<file path="src/rtl/traffic_pkg.sv">
// Shared constants and FSM state type for the traffic-light display path.
package traffic_pkg;

  localparam int unsigned BCD_DIGIT_W = 4;

  localparam logic [3:0] BCD_ADJ_THRESH = 4'd5;
  localparam logic [3:0] BCD_ADJ_ADD    = 4'd3;
  localparam logic [3:0] BCD_NINE       = 4'd9;

  typedef enum logic [1:0] {
    ST_IDLE  = 2'd0,
    ST_SHIFT = 2'd1,
    ST_DONE  = 2'd2
  } b2b_state_e;

  // Largest value representable in 'digits' decimal digits (10^digits - 1).
  function automatic logic [31:0] dec_max(input int unsigned digits);
    logic [31:0] p;
    p = 32'd1;
    for (int unsigned i = 0; i < digits; i++) begin
      p = p * 32'd10;
    end
    return p - 32'd1;
  endfunction

endpackage

</file>
<file path="src/rtl/bcd_add3.sv">
// Single BCD digit pre-shift adjust: digits of 5 or more get +3.
module bcd_add3
  import traffic_pkg::*;
(
  input  logic [BCD_DIGIT_W-1:0] digit_in,
  output logic [BCD_DIGIT_W-1:0] digit_out
);

  always_comb begin
    digit_out = digit_in;
    if (digit_in >= BCD_ADJ_THRESH) begin
      digit_out = digit_in + BCD_ADJ_ADD;
    end
  end

endmodule

</file>
<file path="src/rtl/bin2bcd_seq.sv">
// Sequential shift-add-3 binary to packed BCD converter, one input bit per clock.
// Build option: define BIN2BCD_SAT_EN to saturate bcd_out to all nines on overflow.
module bin2bcd_seq
  import traffic_pkg::*;
#(
  parameter int unsigned BIN_W  = 14,
  parameter int unsigned DIGITS = 4
) (
  input  logic                  sys_clk,
  input  logic                  sys_rst_n,
  input  logic                  in_valid,
  output logic                  in_ready,
  input  logic [BIN_W-1:0]      bin_in,
  output logic [4*DIGITS-1:0]   bcd_out,
  output logic                  out_valid,
  output logic                  ovf
);

  localparam int unsigned BCD_W = BCD_DIGIT_W * DIGITS;
  localparam int unsigned CNT_W = $clog2(BIN_W);
  localparam logic [31:0] DEC_MAX = dec_max(DIGITS);
  localparam logic [CNT_W-1:0] CNT_LAST = CNT_W'(BIN_W - 1);
`ifdef BIN2BCD_SAT_EN
  localparam logic [BCD_W-1:0] ALL_NINES = {DIGITS{BCD_NINE}};
`endif

  b2b_state_e         state_q, state_d;
  logic [CNT_W-1:0]   cnt_q, cnt_d;
  logic [BIN_W-1:0]   shift_q, shift_d;
  logic [BCD_W-1:0]   scratch_q, scratch_d;
  logic               ovf_pend_q, ovf_pend_d;
  logic [BCD_W-1:0]   bcd_out_q, bcd_out_d;
  logic               ovf_q, ovf_d;
  logic [BCD_W-1:0]   scratch_adj;

  for (genvar g = 0; g < DIGITS; g++) begin : g_adj
    bcd_add3 u_add3 (
      .digit_in  (scratch_q[g*BCD_DIGIT_W +: BCD_DIGIT_W]),
      .digit_out (scratch_adj[g*BCD_DIGIT_W +: BCD_DIGIT_W])
    );
  end

  always_comb begin
    state_d    = state_q;
    cnt_d      = cnt_q;
    shift_d    = shift_q;
    scratch_d  = scratch_q;
    ovf_pend_d = ovf_pend_q;
    bcd_out_d  = bcd_out_q;
    ovf_d      = ovf_q;
    in_ready   = 1'b0;
    out_valid  = 1'b0;

    case (state_q)
      ST_IDLE: begin
        in_ready = 1'b1;
        if (in_valid) begin
          shift_d    = bin_in;
          scratch_d  = '0;
          ovf_pend_d = (32'(bin_in) > DEC_MAX);
          cnt_d      = CNT_LAST;
          state_d    = ST_SHIFT;
        end
      end
      ST_SHIFT: begin
        // Top-digit carry falls off the end, leaving bin_in mod 10^DIGITS.
        scratch_d = {scratch_adj[BCD_W-2:0], shift_q[BIN_W-1]};
        shift_d   = {shift_q[BIN_W-2:0], 1'b0};
        if (cnt_q == '0) begin
          state_d = ST_DONE;
          // Results are registered on entry to DONE so they are already
          // visible during the out_valid cycle.
`ifdef BIN2BCD_SAT_EN
          bcd_out_d = ovf_pend_q ? ALL_NINES : scratch_d;
`else
          bcd_out_d = scratch_d;
`endif
          ovf_d = ovf_pend_q;
        end else begin
          cnt_d = cnt_q - 1'b1;
        end
      end
      ST_DONE: begin
        out_valid = 1'b1;
        state_d   = ST_IDLE;
      end
      default: begin
        state_d = ST_IDLE;
      end
    endcase
  end

  always_ff @(posedge sys_clk) begin
    if (!sys_rst_n) begin
      state_q    <= ST_IDLE;
      cnt_q      <= '0;
      shift_q    <= '0;
      scratch_q  <= '0;
      ovf_pend_q <= 1'b0;
      bcd_out_q  <= '0;
      ovf_q      <= 1'b0;
    end else begin
      state_q    <= state_d;
      cnt_q      <= cnt_d;
      shift_q    <= shift_d;
      scratch_q  <= scratch_d;
      ovf_pend_q <= ovf_pend_d;
      bcd_out_q  <= bcd_out_d;
      ovf_q      <= ovf_d;
    end
  end

  assign bcd_out = bcd_out_q;
  assign ovf     = ovf_q;

endmodule

</file>
<file path="config.mk">
export PLATFORM = sky130hd
export DESIGN_NAME = bin2bcd_seq
export DESIGN_NICKNAME = d
export VERILOG_FILES = /design/src/rtl/traffic_pkg.sv /design/src/rtl/bcd_add3.sv /design/src/rtl/bin2bcd_seq.sv
export SDC_FILE = /design/constraint.sdc
export NUM_CORES = 1
export LEC_CHECK = 0
export ABC_AREA = 1
export CAP_MARGIN = 10
export CORE_MARGIN = 8
export CORE_UTILIZATION = 50
export CTS_BUF_LIST = sky130_fd_sc_hd__clkbuf_4 sky130_fd_sc_hd__clkbuf_8
export CTS_CLUSTER_DIAMETER = 50
export DETAILED_ROUTE_END_ITERATION = 16
export PLACE_DENSITY = 0.74
export RECOVER_POWER = 25
export REMOVE_ABC_BUFFERS = 1
export SETUP_SLACK_MARGIN = 0.05
export SLEW_MARGIN = 10
export SYNTH_ARGS = -nofsm -noshare
export SYNTH_HDL_FRONTEND = slang
export SYNTH_SLANG_ARGS = --single-unit
</file>
<file path="constraint.sdc">
create_clock -name sys_clk -period 2.8 [get_ports sys_clk]
set_input_delay 0.56 -clock sys_clk [delete_from_list [all_inputs] [get_ports sys_clk]]
set_output_delay 0.56 -clock sys_clk [all_outputs]
set_load 0.005 [all_outputs]
</file>
After elaboration in Yosys (flattened, before gate mapping):

Cells that the tools add are included.

* add/subtract/negate cells: 5
* $lt $le $gt $ge: 5
* equal/unequal tests: 5
* mux-type cells: 16
* reduce and logical (&&, ||, !) cells: 8

Operators with widths (number)
* 16-bit one-hot mux with 2 select lines: 1
* 14-bit one-hot mux with 2 select lines: 1
* 4-bit two-way mux: 5
* 4-bit by 3-bit greater-or-equal comparator with 1-bit output (second input constant): 4
* 16-bit two-way mux: 1
* 14-bit greater-than comparator (second input constant): 1
* 14-bit two-way mux: 1
* 4-bit by 2-bit adder with 4-bit output (second input constant): 3
* 4-bit one-hot mux with 2 select lines: 1
* 2-bit AND reduction: 4
* 2-bit inequality test (second input constant): 3
* 4-bit logical NOT: 1
* 2-bit two-way mux: 2
* 2-bit one-hot mux with 2 select lines: 1
* 4-bit by 1-bit subtractor with 4-bit output (second input constant): 1
* 3-bit by 2-bit adder with 3-bit output (second input constant): 1
* 3-bit two-way mux: 1
* 3-bit AND reduction: 1
* 2-bit by 1-bit equality test with 1-bit output (second input constant): 1
* 2-bit equality test (second input constant): 1
* 2-bit logical NOT: 1
* 1-bit two-way mux: 2
* 2-bit nonzero test: 1

* register bits after elaboration: 54
* bits of input ports: 17
* output and inout port bits: 19
* word-level logic and storage cells: 46

Logic depth before layout (Yosys ltp):

* word-level depth: 3
* depth in mapped cells: 9
* gate-level depth less buffers: 9

Cells and area by module:

Synthesis repeated with hierarchy kept, for this count alone.

* cells, all modules: 370
* area, all modules: 2631.3 um^2

By module, submodules not included
* bin2bcd_seq: times used 1, cells an instance 278, area an instance 2090.8 um^2, seq. area each 1081.0 um^2
* bcd_add3: times used 4, cells an instance 23, area an instance 135.1 um^2, seq. area each 0.0 um^2

Worst setup path after synthesis:

OpenSTA, ideal clock, no wires.

* path kind: reg2reg
* start point: register cnt_q[0]
* end point: register ovf_q (netlist: ovf)
* setup time: 0.116 ns
* arrival: 1.195 ns
* path slack: 1.489 ns
* cell stages (with the launch flop): 9
* cell sequence: dfxtp_1 -> inv_1 -> ha_1 -> nand3_2 -> nor2_8 -> inv_2 -> buf_6 -> nor2_1 -> nor2_1

* longest elaborated chain between the ends: 2

RTL lines
* start, declared: RTL line bin2bcd_seq.sv:28 `logic [CNT_W-1:0] cnt_q, cnt_d;`
* start signal, assigned: RTL line bin2bcd_seq.sv:104 `cnt_q <= cnt_d;`
* 4-bit logical NOT: RTL line bin2bcd_seq.sv:69 `if (cnt_q == '0) begin`
* 2-bit AND reduction (no source line)
* end signal, assigned: RTL line bin2bcd_seq.sv:109 `ovf_q <= ovf_d;`
* end, declared: RTL line bin2bcd_seq.sv:33 `logic ovf_q, ovf_d;`

Every way passes these cells.
A chain may end at the register's enable or synchronous reset.

Final worst setup path:

* start point: input in_valid
* end point: register scratch_q[10]

* longest elaborated chain between the ends: 2

RTL lines
* start, declared: RTL line bin2bcd_seq.sv:11 `input logic in_valid,`
* 2-bit inequality test (no source line)
* 2-bit AND reduction (no source line)
* end signal, assigned: RTL line bin2bcd_seq.sv:106 `scratch_q <= scratch_d;`
* end, declared: RTL line bin2bcd_seq.sv:30 `logic [BCD_W-1:0] scratch_q, scratch_d;`

Every way passes these cells.

==> reports/qor.yml <==
antenna_found_initial: 0
grt_usage: 0.1523
dieArea_um2: 7807
yosys_warnings: 0
num_io_pins: 36
rsz0062_at_grt: "false"
clock-root-buffer: "clkbuf_8"
hold_buffers: 0
setup_viol: 0
p_leak_nw: 1.229
path_cells: "clkdlybuf4s50_1 > nand2_4 > nand2_2 > inv_1 > nand2_1 > a21oi_1"
path_max_fanout: 30
cts_max_path_buffers: 2
r2r_start: "cnt_q[0]$_SDFFE_PN0P_"
rows: 26
cts_sinks: 54
final_common_cell: "nand2_1"
min_period_ps: 2061
ys_ff_latch: 54
drtIter0Drc: 167
cts_tree: "done"
totalWireLength_um: 5580
seq_area_um2: 1081
fin_skew_ps: 8.118
power_switching_mw: 0.4386
tightest_slew_ps: 1040
syn-cell-area_um2: 2618
worst_slack_ps: 739.2
r2r-end: "bcd_out[4]$_SDFFE_PN0P_"
dr.pass1.iters: 4
avgSynthCellArea_um2: 7.415
p_total_mw: 1.609
powerDensity_nw_per_um2: 524.3
cp-start-kind: "input pin"
drive_gt1_frac: 0.06977
clkTransAtPathRegs_ps: 100
die_x_um: 88.36
max_stage_delay_ps: 750
hold_end: "shift_q[11]$_SDFFE_PN0P_"
tns_ps: 0
synthDistinctLibCells: 28
ff2ff_path_depth: 8
synth_top_area_share: 0.4130
status: "complete, no violations"
worst_ep_required_time_ps: 3040
avgRoutedWirePerCell_um: 12.21
final.period_utilization: 0.7360
multi_input_area_um2: 1252
ctsResizeCount: 0
vias_per_cell: 5.131
crit_family: "buffers and inverters"
seqPwrFrac: 0.520
first_global_vias: 2284
final-hold-violation-count: 0
nets: 412
fmax_mhz: 485.3
clock_latency_ps: 310
worst_path_max_delay_cell: "inv_1"
p_comb_frac: 0.159
critPathCaptureType: "flop"
netlist_top_cells_area: "dfxtp_1 (41%), nand2_1 (13%), nand3_1 (8.0%), inv_1 (5.2%), a21oi_1 (4.6%)"
seq_area_frac_synth: 0.4130
final_core_util: 0.6045
antenna_cells: 0
post_cts_buffers: 0
cp.arrival_ps: 2300
port_buffers: 35
post-place-ws_ps: 699.0
maxCapViolations: 0
layout_common_cells: "nand2_1 (91), dfxtp_1 (54), nand3_1 (43)"
cp_num_buf_inv: 2
grt_pass1_wl_um: 9708
synth_area_leader_cell: "dfxtp_1"
hold_class: "reg -> reg"
vias: 2345
r2r_slack_ps: 830
clockPowerShare: 0.321
hold_depth: 2
critical_path_class: "in -> reg"
syn_to_final_growth_pct: 17.21
core_area_um2: 5075
final_max_slew_viol_count: 0
n_fill_cell: 495
place_congestion: 0.8041
numCtsBuffers: 5
p_int_mw: 1.170
ir_drop_uv: 287.5
post-route-drc-count: 0
grt-ovfl-total: 0
holdCritStartpoint: "shift_q[11]$_SDFFE_PN0P_"
dp.final_hpwl_um: 4011
die_h_um: 88.36
p_sw_frac: 0.2726
drtAntennaViolNets: 0
postSynthCellCount: 353
htreeDepth: 2
grt_max_degree: 31
slew_headroom: 0.3056
initial_core_util: 0.5158
cell usage after synthesis:
| library cell | number |
|---|---|
| a31oi_1 | 3 |
| clkbuf_2 | 1 |
| o21a_1 | 1 |
| a21oi_2 | 1 |
| nand2_4 | 3 |
| nand4_1 | 8 |
| mux2i_1 | 1 |
| nand2_1 | 89 |
| buf_2 | 5 |
| a211oi_2 | 9 |
| nand2_2 | 3 |
| clkinv_1 | 1 |
| a21oi_1 | 24 |
| clkbuf_1 | 2 |
| o21ai_1 | 10 |
| nor2_1 | 21 |
| dfxtp_1 | 54 |
| o21ai_0 | 16 |
| nor2_8 | 1 |
| inv_1 | 36 |
| nand3_1 | 42 |
| ha_1 | 9 |
| buf_6 | 4 |
| nand3_2 | 1 |
| buf_4 | 1 |
| inv_2 | 5 |
| or2_0 | 1 |
| nor2_2 | 1 |
metal layers:
layer	vias up	routed length [um]	global-route usage
li1	1225	-	-
met1	1061	2598	0.1766
met2	54	2621	0.2722
met3	5	297	0.03343
met4	0	63	0.04301
met5	-	0	0
power by group through the flow:
stage	logic, mW	registers [mW]	clock network [mW]
global route	0.289	0.843	0.555
detailed placement	0.277	0.855	0
floorplan	0.185	0.849	0
finish	0.256	0.836	0.516
global placement	0.274	0.853	0
CTS	0.278	0.836	0.529
kinds of logic (layout without fill, tap and decap cells):
kind of cell | Yosys count | after routing | share of synthesized area
AO/OA/AOI/OAI | 64 | 64 | 0.1520
buffers and inverters | 55 | 89 | 0.09464
flip-flops | 54 | 54 | 0.4130
multiplexers | 1 | 1 | 0.003824
AND/OR/NAND/NOR | 170 | 170 | 0.2935
adder cells (fa/ha/maj) | 9 | 9 | 0.04302
flip-flops by register name (all words and copies together) (netlist names):
register,count
ovf,1
bcd_out,16
shift_q,14
state_q,2
scratch_q,16
ovf_pend_q,1
cnt_q,4
through the flow:
stage | instances | cell area, um2 | hold slack, ps
CTS | 457 | 3104 | 470.1
detailed placement | 449 | 2995 | 455.8
global route | 457 | 3068 | 475.4
finish | 457 | 3068 | 466.4
floorplan | 340 | 2527 | 438.5
global placement | 449 | 2995 | 452.1
final cells by class:
class / instances / area share
multi-input cells: 244 / 0.4082
clock inverters: 3 / 0.01305
flip-flops and latches: 54 / 0.3524
well taps: 70 / 0.02855
clock buffers: 5 / 0.02243
inverters: 42 / 0.05139
repair buffers: 39 / 0.1240
worst max path at each step:
stage | end | start | cells after the start | slack [ps]
after global placement | bcd_out[12]$_SDFFE_PN0P_ | sys_rst_n | 6 | 760
final | scratch_q[10]$_SDFFE_PN0P_ | in_valid | 6 | 740
after floorplan | scratch_q[10]$_SDFFE_PN0P_ | in_valid | 5 | 1450
after global routing | scratch_q[15]$_SDFFE_PN0P_ | in_valid | 6 | 600
after CTS | in_ready | state_q[0]$_SDFFE_PN0P_ | 2 | 820
after detailed placement | bcd_out[12]$_SDFFE_PN0P_ | sys_rst_n | 6 | 700
worst register-to-register path: stages, from the launching register on:
cell and delay (ps):
dfxtp_1 310, inv_1 120, ha_1 210, nand3_1 120, nor2_1 320, nand2_1 340, inv_1 280, nand3_1 130
nand2_1 70
Note: power is estimated with default switching activity, not from simulation.
